**src/rtl/audio_mixer_n_pkg.sv**
```systemverilog
// ============================================================================
// audio_mix_pkg : opcodes, FSM state type and clog2 helper for audio_mixer_n
// Revision: 1.0
// ============================================================================
`default_nettype none

package audio_mix_pkg;

  localparam logic [7:0] OP_NOP      = 8'd0;
  localparam logic [7:0] OP_SELECT   = 8'd1;
  localparam logic [7:0] OP_CH_VOL   = 8'd2;
  localparam logic [7:0] OP_CH_EN    = 8'd3;
  localparam logic [7:0] OP_MASTER   = 8'd4;
  localparam logic [7:0] OP_CLR_CLIP = 8'd5;

  typedef enum logic [1:0] {
    IDLE  = 2'd0,
    ACCUM = 2'd1,
    OUT   = 2'd2
  } state_t;

  function automatic int clog2(input int n);
    int r;
    r = 0;
    while ((1 << r) < n) r++;
    return r;
  endfunction

endpackage

`default_nettype wire

```
**src/rtl/audio_mixer_n_if.sv**
```systemverilog
// ============================================================================
// audio_mixer_n_if : command, sample and mixed-output signals of the mixer
// Revision: 1.0
// ============================================================================
`default_nettype none

interface audio_mixer_n_if #(
  parameter int N_CH = 4,
  parameter int W    = 16
);
  logic              cmd_valid;
  logic [23:0]       cmd;
  logic [N_CH*W-1:0] ch_sample;
  logic [N_CH-1:0]   ch_valid;
  logic [W-1:0]      out_sample;
  logic              out_valid;
  logic              clip;
  logic              busy;

  modport master (
    output cmd_valid, cmd, ch_sample, ch_valid,
    input  out_sample, out_valid, clip, busy
  );

  modport slave (
    input  cmd_valid, cmd, ch_sample, ch_valid,
    output out_sample, out_valid, clip, busy
  );
endinterface

`default_nettype wire

```
**src/rtl/audio_mixer_n_cfg_regs.sv**
```systemverilog
// ============================================================================
// mix_cfg_regs : command decode and per-channel volume/enable, select, master
// Revision: 1.0
// ============================================================================
`default_nettype none

module mix_cfg_regs
  import audio_mix_pkg::*;
#(
  parameter int N_CH = 4,
  parameter int CH_W = 4
) (
  input  logic              clk,
  input  logic              rst,
  input  logic              cmd_valid,
  input  logic [23:0]       cmd,
  output logic [3*N_CH-1:0] vol,
  output logic [N_CH-1:0]   en,
  output logic [2:0]        master_shift,
  output logic              clr_clip
);

  logic [CH_W-1:0]   select_q, select_d;
  logic [3*N_CH-1:0] vol_q, vol_d;
  logic [N_CH-1:0]   en_q, en_d;
  logic [2:0]        master_q, master_d;
  logic [7:0]        opcode;
  logic              sel_ok;
  int                sel_i;
  logic              unused_payload;

  assign opcode         = cmd[23:16];
  assign sel_i          = int'(select_q);
  assign sel_ok         = (sel_i < N_CH);
  assign unused_payload = ^cmd[15:0];

  always_comb begin
    select_d = select_q;
    vol_d    = vol_q;
    en_d     = en_q;
    master_d = master_q;
    if (cmd_valid) begin
      case (opcode)
        OP_SELECT: select_d = cmd[CH_W-1:0];
        // Out-of-range select makes per-channel writes no-ops
        OP_CH_VOL: if (sel_ok) vol_d[sel_i*3 +: 3] = cmd[2:0];
        OP_CH_EN:  if (sel_ok) en_d[sel_i +: 1]    = cmd[0];
        OP_MASTER: master_d = cmd[2:0];
        default:   ;
      endcase
    end
  end

  always_ff @(posedge clk or posedge rst) begin
    if (rst) begin
      select_q <= '0;
      vol_q    <= {N_CH{3'd7}};
      en_q     <= '1;
      master_q <= 3'd0;
    end else begin
      select_q <= select_d;
      vol_q    <= vol_d;
      en_q     <= en_d;
      master_q <= master_d;
    end
  end

  assign vol          = vol_q;
  assign en           = en_q;
  assign master_shift = master_q;
  assign clr_clip     = cmd_valid && (opcode == OP_CLR_CLIP);

endmodule

`default_nettype wire

```
**src/rtl/audio_mixer_n.sv**
```systemverilog
// ============================================================================
// audio_mixer_n : N-channel sequential mixer with volume, enable, master shift
// Revision: 1.0
// ============================================================================
`default_nettype none

module audio_mixer_n
  import audio_mix_pkg::*;
#(
  parameter int N_CH = 4,
  parameter int W    = 16,
  parameter int CH_W = 4
) (
  input  logic            clk,
  input  logic            rst,
  audio_mixer_n_if.slave  bus
);

  localparam int              AW       = W + clog2(N_CH) + 1;
  localparam logic [AW-1:0]   SAT_MAX  = {{(AW-W){1'b0}}, {W{1'b1}}};
  localparam logic [CH_W-1:0] IDX_ONE  = CH_W'(1);
  localparam logic [CH_W-1:0] LAST_IDX = CH_W'(N_CH - 1);

  logic [3*N_CH-1:0] cfg_vol;
  logic [N_CH-1:0]   cfg_en;
  logic [2:0]        cfg_master;
  logic              clr_clip;

  mix_cfg_regs #(.N_CH(N_CH), .CH_W(CH_W)) u_cfg (
    .clk          (clk),
    .rst          (rst),
    .cmd_valid    (bus.cmd_valid),
    .cmd          (bus.cmd),
    .vol          (cfg_vol),
    .en           (cfg_en),
    .master_shift (cfg_master),
    .clr_clip     (clr_clip)
  );

  state_t            state_q, state_d;
  logic [N_CH*W-1:0] lat_q, lat_d, snap_q, snap_d;
  logic [3*N_CH-1:0] snap_vol_q, snap_vol_d;
  logic [N_CH-1:0]   snap_en_q, snap_en_d;
  logic [2:0]        snap_master_q, snap_master_d;
  logic              pending_q, pending_d;
  logic [CH_W-1:0]   idx_q, idx_d;
  logic [AW-1:0]     acc_q, acc_d;
  logic [W-1:0]      out_sample_q, out_sample_d;
  logic              out_valid_q, out_valid_d;
  logic              clip_q, clip_d;

  int                idx_i;
  logic [W-1:0]      cur_samp;
  logic [2:0]        cur_vol;
  logic              cur_en;
  logic [W+2:0]      gain;
  logic [W+2:0]      prod;
  logic [W-1:0]      term;
  logic              overflow;
  logic [W-1:0]      sat;
  logic              any_valid;

  always_comb begin
    lat_d = lat_q;
    for (int k = 0; k < N_CH; k++) begin
      if (bus.ch_valid[k]) lat_d[k*W +: W] = bus.ch_sample[k*W +: W];
    end
  end

  // Gain is (vol+1)/8, so the product never exceeds W+3 bits and the term fits W
  assign idx_i     = int'(idx_q);
  assign cur_samp  = snap_q[idx_i*W +: W];
  assign cur_vol   = snap_vol_q[idx_i*3 +: 3];
  assign cur_en    = snap_en_q[idx_i +: 1] == 1'b1;
  assign gain      = {{(W-1){1'b0}}, {1'b0, cur_vol} + 4'd1};
  assign prod      = {3'b000, cur_samp} * gain;
  assign term      = cur_en ? prod[W+2:3] : '0;
  assign overflow  = (acc_q > SAT_MAX);
  assign sat       = overflow ? {W{1'b1}} : acc_q[W-1:0];
  assign any_valid = |bus.ch_valid;

  always_comb begin
    state_d       = state_q;
    pending_d     = pending_q | any_valid;
    snap_d        = snap_q;
    snap_vol_d    = snap_vol_q;
    snap_en_d     = snap_en_q;
    snap_master_d = snap_master_q;
    idx_d         = idx_q;
    acc_d         = acc_q;
    out_sample_d  = out_sample_q;
    out_valid_d   = 1'b0;
    clip_d        = clip_q & ~clr_clip;
    case (state_q)
      IDLE: begin
        // A strobe in the snapshot cycle is folded into this mix, not left pending
        if (pending_q || any_valid) begin
          state_d       = ACCUM;
          snap_d        = lat_d;
          snap_vol_d    = cfg_vol;
          snap_en_d     = cfg_en;
          snap_master_d = cfg_master;
          pending_d     = 1'b0;
          acc_d         = '0;
          idx_d         = '0;
        end
      end
      ACCUM: begin
        acc_d = acc_q + {{(AW-W){1'b0}}, term};
        if (idx_q == LAST_IDX) state_d = OUT;
        else                   idx_d   = idx_q + IDX_ONE;
      end
      OUT: begin
        out_sample_d = sat >> snap_master_q;
        out_valid_d  = 1'b1;
        if (overflow) clip_d = 1'b1;
        state_d = IDLE;
      end
      default: state_d = IDLE;
    endcase
  end

  always_ff @(posedge clk or posedge rst) begin
    if (rst) begin
      state_q       <= IDLE;
      lat_q         <= '0;
      snap_q        <= '0;
      snap_vol_q    <= '0;
      snap_en_q     <= '0;
      snap_master_q <= 3'd0;
      pending_q     <= 1'b0;
      idx_q         <= '0;
      acc_q         <= '0;
      out_sample_q  <= '0;
      out_valid_q   <= 1'b0;
      clip_q        <= 1'b0;
    end else begin
      state_q       <= state_d;
      lat_q         <= lat_d;
      snap_q        <= snap_d;
      snap_vol_q    <= snap_vol_d;
      snap_en_q     <= snap_en_d;
      snap_master_q <= snap_master_d;
      pending_q     <= pending_d;
      idx_q         <= idx_d;
      acc_q         <= acc_d;
      out_sample_q  <= out_sample_d;
      out_valid_q   <= out_valid_d;
      clip_q        <= clip_d;
    end
  end

  assign bus.out_sample = out_sample_q;
  assign bus.out_valid  = out_valid_q;
  assign bus.clip       = clip_q;
  assign bus.busy       = (state_q != IDLE);

endmodule

`default_nettype wire

```
**src/flat_wrapper.sv**
```systemverilog
// flat-port wrapper written by rule: the top's interface ports become plain ports
module audio_mixer_n_flat import audio_mix_pkg::*;
#(
  parameter int N_CH = 4,
  parameter int W    = 16,
  parameter int CH_W = 4
)
  (clk, rst, bus_cmd_valid, bus_cmd, bus_ch_sample, bus_ch_valid, bus_out_sample, bus_out_valid, bus_clip, bus_busy);
  audio_mixer_n_if #(.N_CH(N_CH), .W(W)) bus_i ();
  input  logic clk;
  input  logic rst;
  input wire logic [$bits(bus_i.cmd_valid)-1:0] bus_cmd_valid;
  input wire logic [$bits(bus_i.cmd)-1:0] bus_cmd;
  input wire logic [$bits(bus_i.ch_sample)-1:0] bus_ch_sample;
  input wire logic [$bits(bus_i.ch_valid)-1:0] bus_ch_valid;
  output wire logic [$bits(bus_i.out_sample)-1:0] bus_out_sample;
  output wire logic [$bits(bus_i.out_valid)-1:0] bus_out_valid;
  output wire logic [$bits(bus_i.clip)-1:0] bus_clip;
  output wire logic [$bits(bus_i.busy)-1:0] bus_busy;
  assign bus_i.cmd_valid = bus_cmd_valid;
  assign bus_i.cmd = bus_cmd;
  assign bus_i.ch_sample = bus_ch_sample;
  assign bus_i.ch_valid = bus_ch_valid;
  assign bus_out_sample = bus_i.out_sample;
  assign bus_out_valid = bus_i.out_valid;
  assign bus_clip = bus_i.clip;
  assign bus_busy = bus_i.busy;
  audio_mixer_n #(.N_CH(N_CH), .W(W), .CH_W(CH_W)) u_core (.clk(clk), .rst(rst), .bus(bus_i));
endmodule
```
**config.mk**
```make
export PLATFORM = sky130hd
export DESIGN_NAME = audio_mixer_n_flat
export DESIGN_NICKNAME = d
export VERILOG_FILES = /design/src/rtl/audio_mixer_n_pkg.sv /design/src/rtl/audio_mixer_n_if.sv /design/src/rtl/audio_mixer_n_cfg_regs.sv /design/src/rtl/audio_mixer_n.sv /design/src/flat_wrapper.sv
export SDC_FILE = /design/constraint.sdc
export NUM_CORES = 1
export LEC_CHECK = 0
export ABC_AREA = 1
export ABC_CLOCK_PERIOD_IN_PS = 18450
export BUFFER_PORTS_ARGS = -buffer_cell sky130_fd_sc_hd__buf_2
export CORE_MARGIN = 4
export CORE_UTILIZATION = 45
export CTS_BUF_LIST = sky130_fd_sc_hd__clkbuf_8
export CTS_CLUSTER_SIZE = 10
export DETAILED_ROUTE_END_ITERATION = 10
export GPL_ROUTABILITY_DRIVEN = 0
export HOLD_SLACK_MARGIN = 0.1
export PLACE_DENSITY_LB_ADDON = 0.12
export SKIP_LAST_GASP = 1
export SLEW_MARGIN = 20
export SYNTH_ARGS = -nofsm -noshare
export SYNTH_HDL_FRONTEND = slang
export SYNTH_HIERARCHICAL = 1
export SYNTH_SLANG_ARGS = --single-unit
```
**constraint.sdc**
```tcl
create_clock -name clk -period 18.45 [get_ports clk]
set_input_delay 1.845 -clock clk [delete_from_list [all_inputs] [get_ports clk]]
set_output_delay 1.845 -clock clk [all_outputs]
set_load 0.005 [all_outputs]
```
# After elaboration in Yosys (flattened, before gate mapping)
# Index checks and enable logic that the tools add are counted.
# W data, S select, Z words.
[word_totals]
out_inout_bits = 19
ff_bits = 214
inputBits = 95
word_cells = 83
[classes]
shifts = 8
bitwise_logic = 3
n_reduce_logical = 14
order_cmp = 2
mux = 21
multipliers = 3
n_eq_ne = 11
n_addsub = 5
[ops]
columns = ["cell", "count"]
rows = [
  ["$mux W16", 6],
  ["$shiftx A64 B9 Y16", 1],
  ["$pmux W19 S2", 1],
  ["$neg A4 Y33", 1],
  ["$neg A6 Y33", 1],
  ["$shift A1 B33 Y4 const A", 1],
  ["$shift A3 B33 Y12 const A", 1],
  ["$shiftx A1 B33 Y4", 1],
  ["$shiftx A3 B33 Y12", 1],
  ["$shiftx A12 B32 Y3", 1],
  ["$add A19 B16 Y19", 1],
  ["$gt A19 B16 Y1 const B", 1],
  ["$mul A16 B4 Y19", 1],
  ["$mux W19", 1],
  ["$eq A8 B2 Y1 const B", 2],
  ["$eq A8 B3 Y1 const B", 2],
  ["$shr A16 B3 Y16", 1],
  ["$bwmux W12", 1],
  ["$mul A4 B2 Y6 const B", 2],
  ["$reduce_and A2 Y1", 5],
  ["$reduce_and A3 Y1", 3],
  ["$eq A8 B1 Y1 const B", 1],
  ["$mux W4", 2],
  ["$pmux W4 S2", 1],
  ["other kinds (21)", 28],
]

# Logic depth before layout (Yosys ltp)
# Gate-level depths: netlist (run 1).
[logic_depth]
depth_word = 7
depth_mapped = 39
mapped_depth_nobuf = 36

# Cells and area by module
# Netlist (run 1), hierarchy kept.
[modules_own_cells]
columns = ["mod", "seq_area_each_um2", "area_each_um2", "n_inst", "cells_each"]
rows = [
  ["audio_mixer_n", 4779.6, 11128.2, 1, 1339],
  ["mix_cfg_regs", 595.6, 1300.0, 1, 170],
]

# Worst setup path after synthesis (run 1)
# No wires, ideal clock.
[synth_timing]
path_type = "register -> register"
from = "reg u_core.idx_q[0]"
to = "reg u_core.acc_q[16]"
period_less_slack_ns = 5.264
slack_ns = 13.186
setup_ns = 0.117
required_time_ns = 18.333
stages_incl_launch_ff = 33
arrival_time_ns = 5.147
n_path_buf = 3
cell_sequence = "dfrtp_1 > buf_6 > buf_6 > a21oi_1 > o21ai_0 > a21oi_1 > ha_1 > inv_1 > clkbuf_1 > nor2_1 > fa_1 > inv_1 > fa_1 > inv_1 > ha_1 > a21o_1 > nor2_1 > o21ai_2 > nand2_1 > nand2_1 > o21ai_0 > a21oi_1 > ha_1 > a21oi_1 > o21ai_0 > a21oi_1 > nand2_1 > nand2_1 > nand2_1 > nand2_1 > o21ai_0 > o21ai_1 > inv_1"
[synth_between]
elab_chain_cells = 7
elab_cells_between_ends = 9
classes_between = "2 x add/sub; 2 x mul; 3 x shift; 2 x mux"
[synth_lines]
columns = ["element", "line", "source"]
rows = [
  ["start: declaration", "audio_mixer_n.sv:46", "logic [CH_W-1:0] idx_q, idx_d;"],
  ["start signal: assignment", "audio_mixer_n.sv:145", "idx_q <= idx_d;"],
  ["$mul A4 B2 Y6", "audio_mixer_n.sv:73", "assign cur_vol = snap_vol_q[idx_i*3 +: 3];"],
  ["$shiftx A12 B32 Y3", "audio_mixer_n.sv:73", ""],
  ["$add A3 B1 Y4", "audio_mixer_n.sv:75", "assign gain = {{(W-1){1'b0}}, {1'b0, cur_vol} + 4'd1};"],
  ["$mul A16 B4 Y19", "audio_mixer_n.sv:76", "assign prod = {3'b000, cur_samp} * gain;"],
  ["$mux W16 (*)", "audio_mixer_n.sv:77", "assign term = cur_en ? prod[W+2:3] : '0;"],
  ["$add A19 B16 Y19 (*)", "audio_mixer_n.sv:109", "acc_d = acc_q + {{(AW-W){1'b0}}, term};"],
  ["$pmux W19 S2 (*)", "audio_mixer_n.sv:94", "case (state_q)"],
  ["end signal: assignment", "audio_mixer_n.sv:133", "acc_q <= '0;"],
  ["end signal: assignment", "audio_mixer_n.sv:146", "acc_q <= acc_d;"],
  ["end: declaration", "audio_mixer_n.sv:47", "logic [AW-1:0] acc_q, acc_d;"],
]
# Mark *: on every way between the ends. The rest lies on a longest branch, timed or not.
# A chain may end at the register's enable or synchronous reset.

# Final worst setup path (run 1)
# Same ends and word-level chain as after synthesis.

==> flow_summary.yaml, run 1 <==
outcome:
  status: "complete, no violations"
setup_path:
  critPathMostFrequentCell: "nand2_1"
  rrSetupSlack_ns: 11.83
  setup.worst_path.class: "reg -> reg"
  critical_path.slowest_cell: "buf_4"
  worstPathMaxFanout: 73
  critical_path_arrival_ns: 7.04
  max_stage_delay_ns: 0.55
  critical_path_source_type: "flop"
  end_kind: "flop"
  worstPathRequired_ns: 18.87
logic_synthesis:
  area_share_of_the_leading_cell_type_in_the_synthesized_netlist_pct: 39.9
  synthMostInstantiatedCell: "nand2_1"
  synth_edf_count: 0
  post_synth_main_area_contributors: "dfrtp_1 (40%), nand2_1 (12%), mux2_2 (5.8%), o21ai_0 (5.1%), inv_1 (5.0%)"
  synthesis.yosys.warnings: 6
  post_synth.cell_area_avg_sq_um: 8.24
  synth_area_sq_um: 12400
  synth_ff_type: "dfrtp_1"
  count_of_mapped_cells_out_of_synthesis: 1509
  synth.lib_cells_used.distinct: 49
  synth.ff_latch_count: 214
  synth_commonest_cells: "nand2_1 (399), dfrtp_1 (198), inv_1 (166), o21ai_0 (127), nor2_1 (126)"
  async_reset_ff_share_pct: 100
  postSynthNetCount: 1675
  synth_sequential_area_ratio_pct: 43.2
  synthDominantAreaCellType: "dfrtp_1"
global_routing:
  grt_antenna_before_repair: 0
  wire_length_of_the_first_global_routing_pass_microns: 51000
  grt_overflow: 0
  first_global_vias: 10100
  grt.total_usage_pct: 20.3
  grt_start_max_net_pins: 141
cts:
  num_cts_buffers: 39
  ctsLongestPathBuffers: 3
  clkSlewWorstSetupHoldPaths_ns: 0.06
  postCtsSetupRepairBufs: 0
  cts-resized-gates: 0
  tritoncts: "done"
  postCtsHoldBufs: 0
  worst_skew_pair.late_latency_ns: 0.53
  clockRootBuffer: "clkbuf_8"
  clock_tree.htree_level_count: 2
  cts_num_sinks: 214
sta:
  timing_max_transition_violations_final: 0
  final.setup.tns_ns: 0
  final.min_clock_period_ns: 6.62
  worst_slew_pin_slew_ns: 0.879
  fin_ws_ns: 11.83
  skew_ns: 0.0160
  period_share_pct: 35.9
  maxSlewHeadroom_pct: 41.4
  grt_setup_unrepaired: "false"
  finalHoldViolations: 0
  clock.fmax_mhz: 151
  report.final.setup_viol: 0
power:
  internal-power_mw: 1.35
  power.ir.vdd_worst_uv: 76.7
  p_switching_mw: 1.24
  power_switching_share_pct: 48.0
  comb_power_share_pct: 56.9
  power_density_cells_nw_per_um2: 185
  power.share.clock_pct: 17.5
  leakagePower_nw: 7.05
  power.share.sequential_pct: 25.6
final_layout:
  synthToLayoutAreaGrowth_pct: 12.6
  final_core_util_pct: 51.8
  final_non_filler_cell_total: 1969
  antenna_cells_inserted: 0
  num-fill-cells: 2670
  final_net_count: 1766
  drive_above_1_share_pct: 18.4
placement:
  pre_cts_worst_setup_slack_ns: 11.87
  half_perimeter_wire_length_after_detailed_placement_microns: 22100
  io_buffers: 101
  numPlacedInstances: 1898
routing:
  postRouteWirelength_microns: 30300
  routed_length_per_placed_instance_microns: 15.4
  route.layer.met1.wl_microns: 14900
  met2_length_microns: 13600
  routed-via-count: 10100
  met3_wire_length_microns: 1350
  highest_layer: "met4"
  drt_iter0_markers: 701
  drt-pass1-iter-count: 5
  route.detailed.drc: 0
  antenna_left: 0
  post_drt_via_cell_ratio: 5.13
floorplanning:
  initial_utilization_pct: 46.0
  die_h_microns: 174
  die_area_sq_um: 30300
  die_width_microns: 174
  core.rowCount: 60
  num_io_pins: 114
  core_region_area_sq_um: 27000
worst_hold_path:
  worst_hold_path_type: "reg -> reg"
run:
  cap_violations: 0
## flip-flops by register name, summed over array words and instances (netlist names)
| name | count |
|---|---|
| u_core/u_cfg/vol | 12 |
| u_core/bus.clip | 1 |
| u_core/snap_en_q | 4 |
| u_core/acc_q | 19 |
| u_core/idx_q | 4 |
| u_core/bus.out_sample | 16 |
| u_core/state_q | 2 |
| u_core/u_cfg/en | 4 |
| u_core/pending_q | 1 |
| u_core/u_cfg/select_q | 4 |
| u_core/snap_master_q | 3 |
| u_core/u_cfg/master_shift | 3 |
| u_core/snap_vol_q | 12 |
| u_core/bus.out_valid | 1 |
| u_core/snap_q | 64 |
| u_core/lat_q | 64 |
## cell families after synthesis
kind of cell | count (synthesis) | synth area share, %
multiplexers | 64 | 5.80
adder cells (fa/ha/maj) | 71 | 8.90
buffers and inverters | 236 | 7.70
flip-flops | 214 | 43.2
AO/OA/AOI/OAI | 255 | 11.1
AND/OR/NAND/NOR | 655 | 22.2
XOR/XNOR | 14 | 1.05
## cell usage in the layout, fill, tap and decap left out, types with 16 or more instances in the layout
cell type  netlist  final
nor3_1          17     17
dfrtp_1        198    197
nand3_1         54     54
inv_1          166    175
a21oi_1         75     75
clkbuf_8         0     53
nand2_1        399    399
buf_2           23    101
ha_1            42     42
o21ai_0        127    127
nor2_1         126    126
fa_1            29     29
nand4_1         18     18
dfstp_2         16     16
mux2_2          64     64
## routing by layer
layer | up-vias | track usage, %
met3 | 44 | 2.94
met2 | 174 | 31.7
met4 | 0 | 4.72
li1 | 5069 | -
met1 | 4813 | 30.1
met5 | - | 0
## per-stage QoR
| stage | hold slack (ns) | total power [mW] | instance area, sq um |
|---|---|---|---|
| after global routing | 0.493 | 2.87 | 14000 |
| after detailed placement | 0.461 | 2.13 | 13100 |
| after floorplan | 0.442 | 1.77 | 12400 |
| after CTS | 0.471 | 2.60 | 13900 |
| final | 0.472 | 2.59 | 14000 |
| after global placement | 0.462 | 2.11 | 13100 |
## worst max-delay path, delay by kind of cell (launching register included)
kind	cells	cell delay, ns
adders and majority gates	5	2.02
DFF	1	0.33
buffers and inverters	8	1.39
and+or+nand+nor	14	1.50
AOI/OAI and AO/OA	8	1.21
## worst paths after layout
check                                          from  depth (start not counted)             endpoint
worst max-delay path                u_core/idx_q[0]                         35     u_core/acc_q[16]
worst min-delay path            u_core/u_cfg/vol[5]                          2  u_core/u_cfg/vol[5]
worst max register to register      u_core/idx_q[0]                         35     u_core/acc_q[16]
worst min register to register  u_core/u_cfg/vol[5]                          2  u_core/u_cfg/vol[5]
max in group asynchronous                       rst                          4    u_core/snap_q[30]
min in group asynchronous                       rst                          2      u_core/bus.clip
## power groups by stage
stage / Combinational (mW) / Clock, mW / Sequential, mW
after global placement: 1.45 / 0 / 0.665
after floorplan: 1.12 / 0 / 0.649
after detailed placement: 1.47 / 0 / 0.668
after CTS: 1.47 / 0.468 / 0.661
final: 1.47 / 0.453 / 0.662
after global routing: 1.70 / 0.491 / 0.675
## cell type report
class	instances	area, sq um	area share [%]
Inverter	176	674	4.82
Sequential cell	214	5380	38.4
Clock buffer	53	729	5.21
Tap cell	341	427	3.05
Timing Repair Buffer	110	613	4.38
Multi-Input combinational cell	1059	6100	43.6
Clock inverter	16	78.8	0.563
(Power assumes the default switching activity.)
==> inputs of run 2 (changes only) <==
--- a/config.mk
+++ b/config.mk
@@ -6,7 +6,7 @@
 export NUM_CORES = 1
 export LEC_CHECK = 0
 export ABC_AREA = 1
-export ABC_CLOCK_PERIOD_IN_PS = 18450
+export ABC_CLOCK_PERIOD_IN_PS = 5750
 export BUFFER_PORTS_ARGS = -buffer_cell sky130_fd_sc_hd__buf_2
 export CORE_MARGIN = 4
 export CORE_UTILIZATION = 45
==> constraint.sdc (replaced) <==
create_clock -name clk -period 5.75 [get_ports clk]
set_input_delay 0.575 -clock clk [delete_from_list [all_inputs] [get_ports clk]]
set_output_delay 0.575 -clock clk [all_outputs]
set_load 0.005 [all_outputs]
==> flow_summary.yaml, run 2 (synthesized netlist as in run 1, its figures left out) <==
power:
  power.share.sequential_pct: 24.7
  power.ir.vdd_worst_uv: 242
  p_switching_mw: 4.13
  leakagePower_nw: 7.13
  power.share.clock_pct: 16.5
  power_switching_share_pct: 47.5
  power_density_cells_nw_per_um2: 611
  comb_power_share_pct: 58.7
  internal-power_mw: 4.56
setup_path:
  cp_num_buf_inv: 4
  max_stage_delay_ns: 0.54
  rrSetupSlack_ns: 0.33
  setup.worst_path.class: "reg -> reg"
  critical_path_source_type: "flop"
  end_kind: "flop"
  cp_top_family: "adder cells"
  worstPathRequired_ns: 6.15
  cp_cell_sequence: "buf_4 > buf_12 > a21oi_1 > o21ai_0 > nand3_1 > nor2_1 > fa_1 > inv_1 > fa_1 > inv_1 > ha_2 > a21o_1 > nor2_1 > a21boi_1 > nand2_1 > xnor2_2 > nor2_1 > ha_1 > a21o_1 > a31oi_1 > nand3_1 > a21oi_2 > xor2_1 > o21ai_0"
  worstPathMaxFanout: 58
  critical_path.slowest_cell: "fa_1"
  critPathMostFrequentCell: "nor2_1"
  critical_path_arrival_ns: 5.82
global_routing:
  first_global_vias: 10100
  wire_length_of_the_first_global_routing_pass_microns: 51400
  grt.total_usage_pct: 20.4
  grt_start_max_net_pins: 165
  grt_overflow: 0
  grt_antenna_before_repair: 0
cts:
  num_cts_buffers: 39
  tritoncts: "done"
  clock_tree.htree_level_count: 2
  clockRootBuffer: "clkbuf_8"
  ctsLongestPathBuffers: 3
  postCtsHoldBufs: 0
  worst_skew_pair.late_latency_ns: 0.54
  cts_num_sinks: 214
  clkSlewWorstSetupHoldPaths_ns: 0.06
sta:
  worst_slew_pin_slew_ns: 0.942
  final.min_clock_period_ns: 5.42
  skew_ns: 0.0191
  grt_setup_unrepaired: "true"
  finalHoldViolations: 0
  period_share_pct: 94.3
  maxSlewHeadroom_pct: 36.9
  clock.fmax_mhz: 184
  timing_max_transition_violations_final: 0
  report.final.setup_viol: 0
placement:
  half_perimeter_wire_length_after_detailed_placement_microns: 22100
  io_buffers: 101
  numPlacedInstances: 1910
final_layout:
  final_non_filler_cell_total: 1989
  final_net_count: 1787
  num-fill-cells: 2605
  synthToLayoutAreaGrowth_pct: 14.5
  drive_above_1_share_pct: 21.1
  final_core_util_pct: 52.7
  layout.cells.most_common: "nand2_1"
  multi_input_comb_area_sq_um: 6210
  antenna_cells_inserted: 0
  most_frequent_cells_in_the_layout: "nand2_1 (398), dfrtp_1 (196), inv_1 (178)"
  register_area_sq_um: 5380
  biggestRegsByFlops: "u_core/lat_q: 64 flops, u_core/snap_q: 64 flops, u_core/acc_q: 19 flops"
routing:
  drt-pass1-iter-count: 5
  routed-via-count: 10200
  postRouteWirelength_microns: 30500
  route.detailed.drc: 0
  post_drt_via_cell_ratio: 5.11
  antenna_left: 0
  routed_length_per_placed_instance_microns: 15.3
  drt_iter0_markers: 587
floorplanning:
  die_width_microns: 174
  die_area_sq_um: 30300
  die_h_microns: 174
  num_io_pins: 114
  initial_utilization_pct: 46.0
  core_region_area_sq_um: 27000
  core.rowCount: 60
outcome:
  status: "complete, no violations"
run:
  cap_violations: 0
worst_hold_path:
  worst_hold_path_type: "in -> async"
## run 2: cell count changes in the layout (fill, tap and decap cells not counted), sizes merged
cell / previous run / this run
bufinv: 0 / 1
clkinvlp: 2 / 3
inv: 184 / 187
clkbuf: 53 / 48
clkinv: 6 / 5
buf: 110 / 131
## run 2: final timing paths
check / from / depth (start not counted) / end
worst max register to register: u_core/idx_q[0] / 24 / u_core/acc_q[15]
worst min-delay path: rst / 2 / u_core/bus.out_sample[5]
min in group clk: bus_ch_sample[9] / 2 / u_core/lat_q[9]
worst min register to register: u_core/u_cfg/vol[1] / 2 / u_core/u_cfg/vol[1]
max in group asynchronous: rst / 3 / u_core/lat_q[41]
worst max-delay path: u_core/idx_q[0] / 24 / u_core/acc_q[15]
## run 2: cell type report
type                            count  area share [%]
Clock buffer                       48            4.64
Clock inverter                     20           0.896
Inverter                          176            4.75
Multi-Input combinational cell   1059            43.6
Sequential cell                   214            37.8
Tap cell                          341            3.00
Timing Repair Buffer              131            5.31
## run 2: per-stage QoR
stage | setup TNS [ns] | power (mW) | instance area (sq um) | setup slack (ns) | hold slack, ns
6_report | 0 | 8.69 | 14200 | 0.325 | 0.155
5_1_grt | -0.123 | 9.57 | 14200 | -0.0796 | 0.190
4_1_cts | 0 | 8.46 | 14000 | 0.127 | 0.147
3_5_place_dp | 0 | 6.97 | 13200 | 0.121 | 0.459
3_3_place_gp | 0 | 6.91 | 13200 | 0.173 | 0.458
2_1_floorplan | 0 | 5.67 | 12400 | 0.486 | 0.442
## run 2: what timing repair did
| item | in CTS | in global routing |
|---|---|---|
| setup buffers | 0 | 11 |
| endpoints found under the setup margin | 0 | 10 |
| gates resized for setup | 0 | 41 |
## run 2: routing by layer
metal / vias up / track usage (%) / wire [microns]
met4: 0 / 5.74 / 705
met3: 55 / 3.46 / 1400
li1: 5098 / - / -
met2: 213 / 30.8 / 13300
met5: - / 0 / 0
met1: 4805 / 30.3 / 15000
## run 2: power by group through the flow
| stage | Sequential [mW] | Combinational, mW | Clock [mW] |
|---|---|---|---|
| after floorplan | 2.08 | 3.59 | 0 |
| after global placement | 2.16 | 4.76 | 0 |
| after detailed placement | 2.17 | 4.80 | 0 |
| after CTS | 2.15 | 4.82 | 1.49 |
| after global routing | 2.20 | 5.81 | 1.56 |
| final | 2.15 | 5.11 | 1.44 |
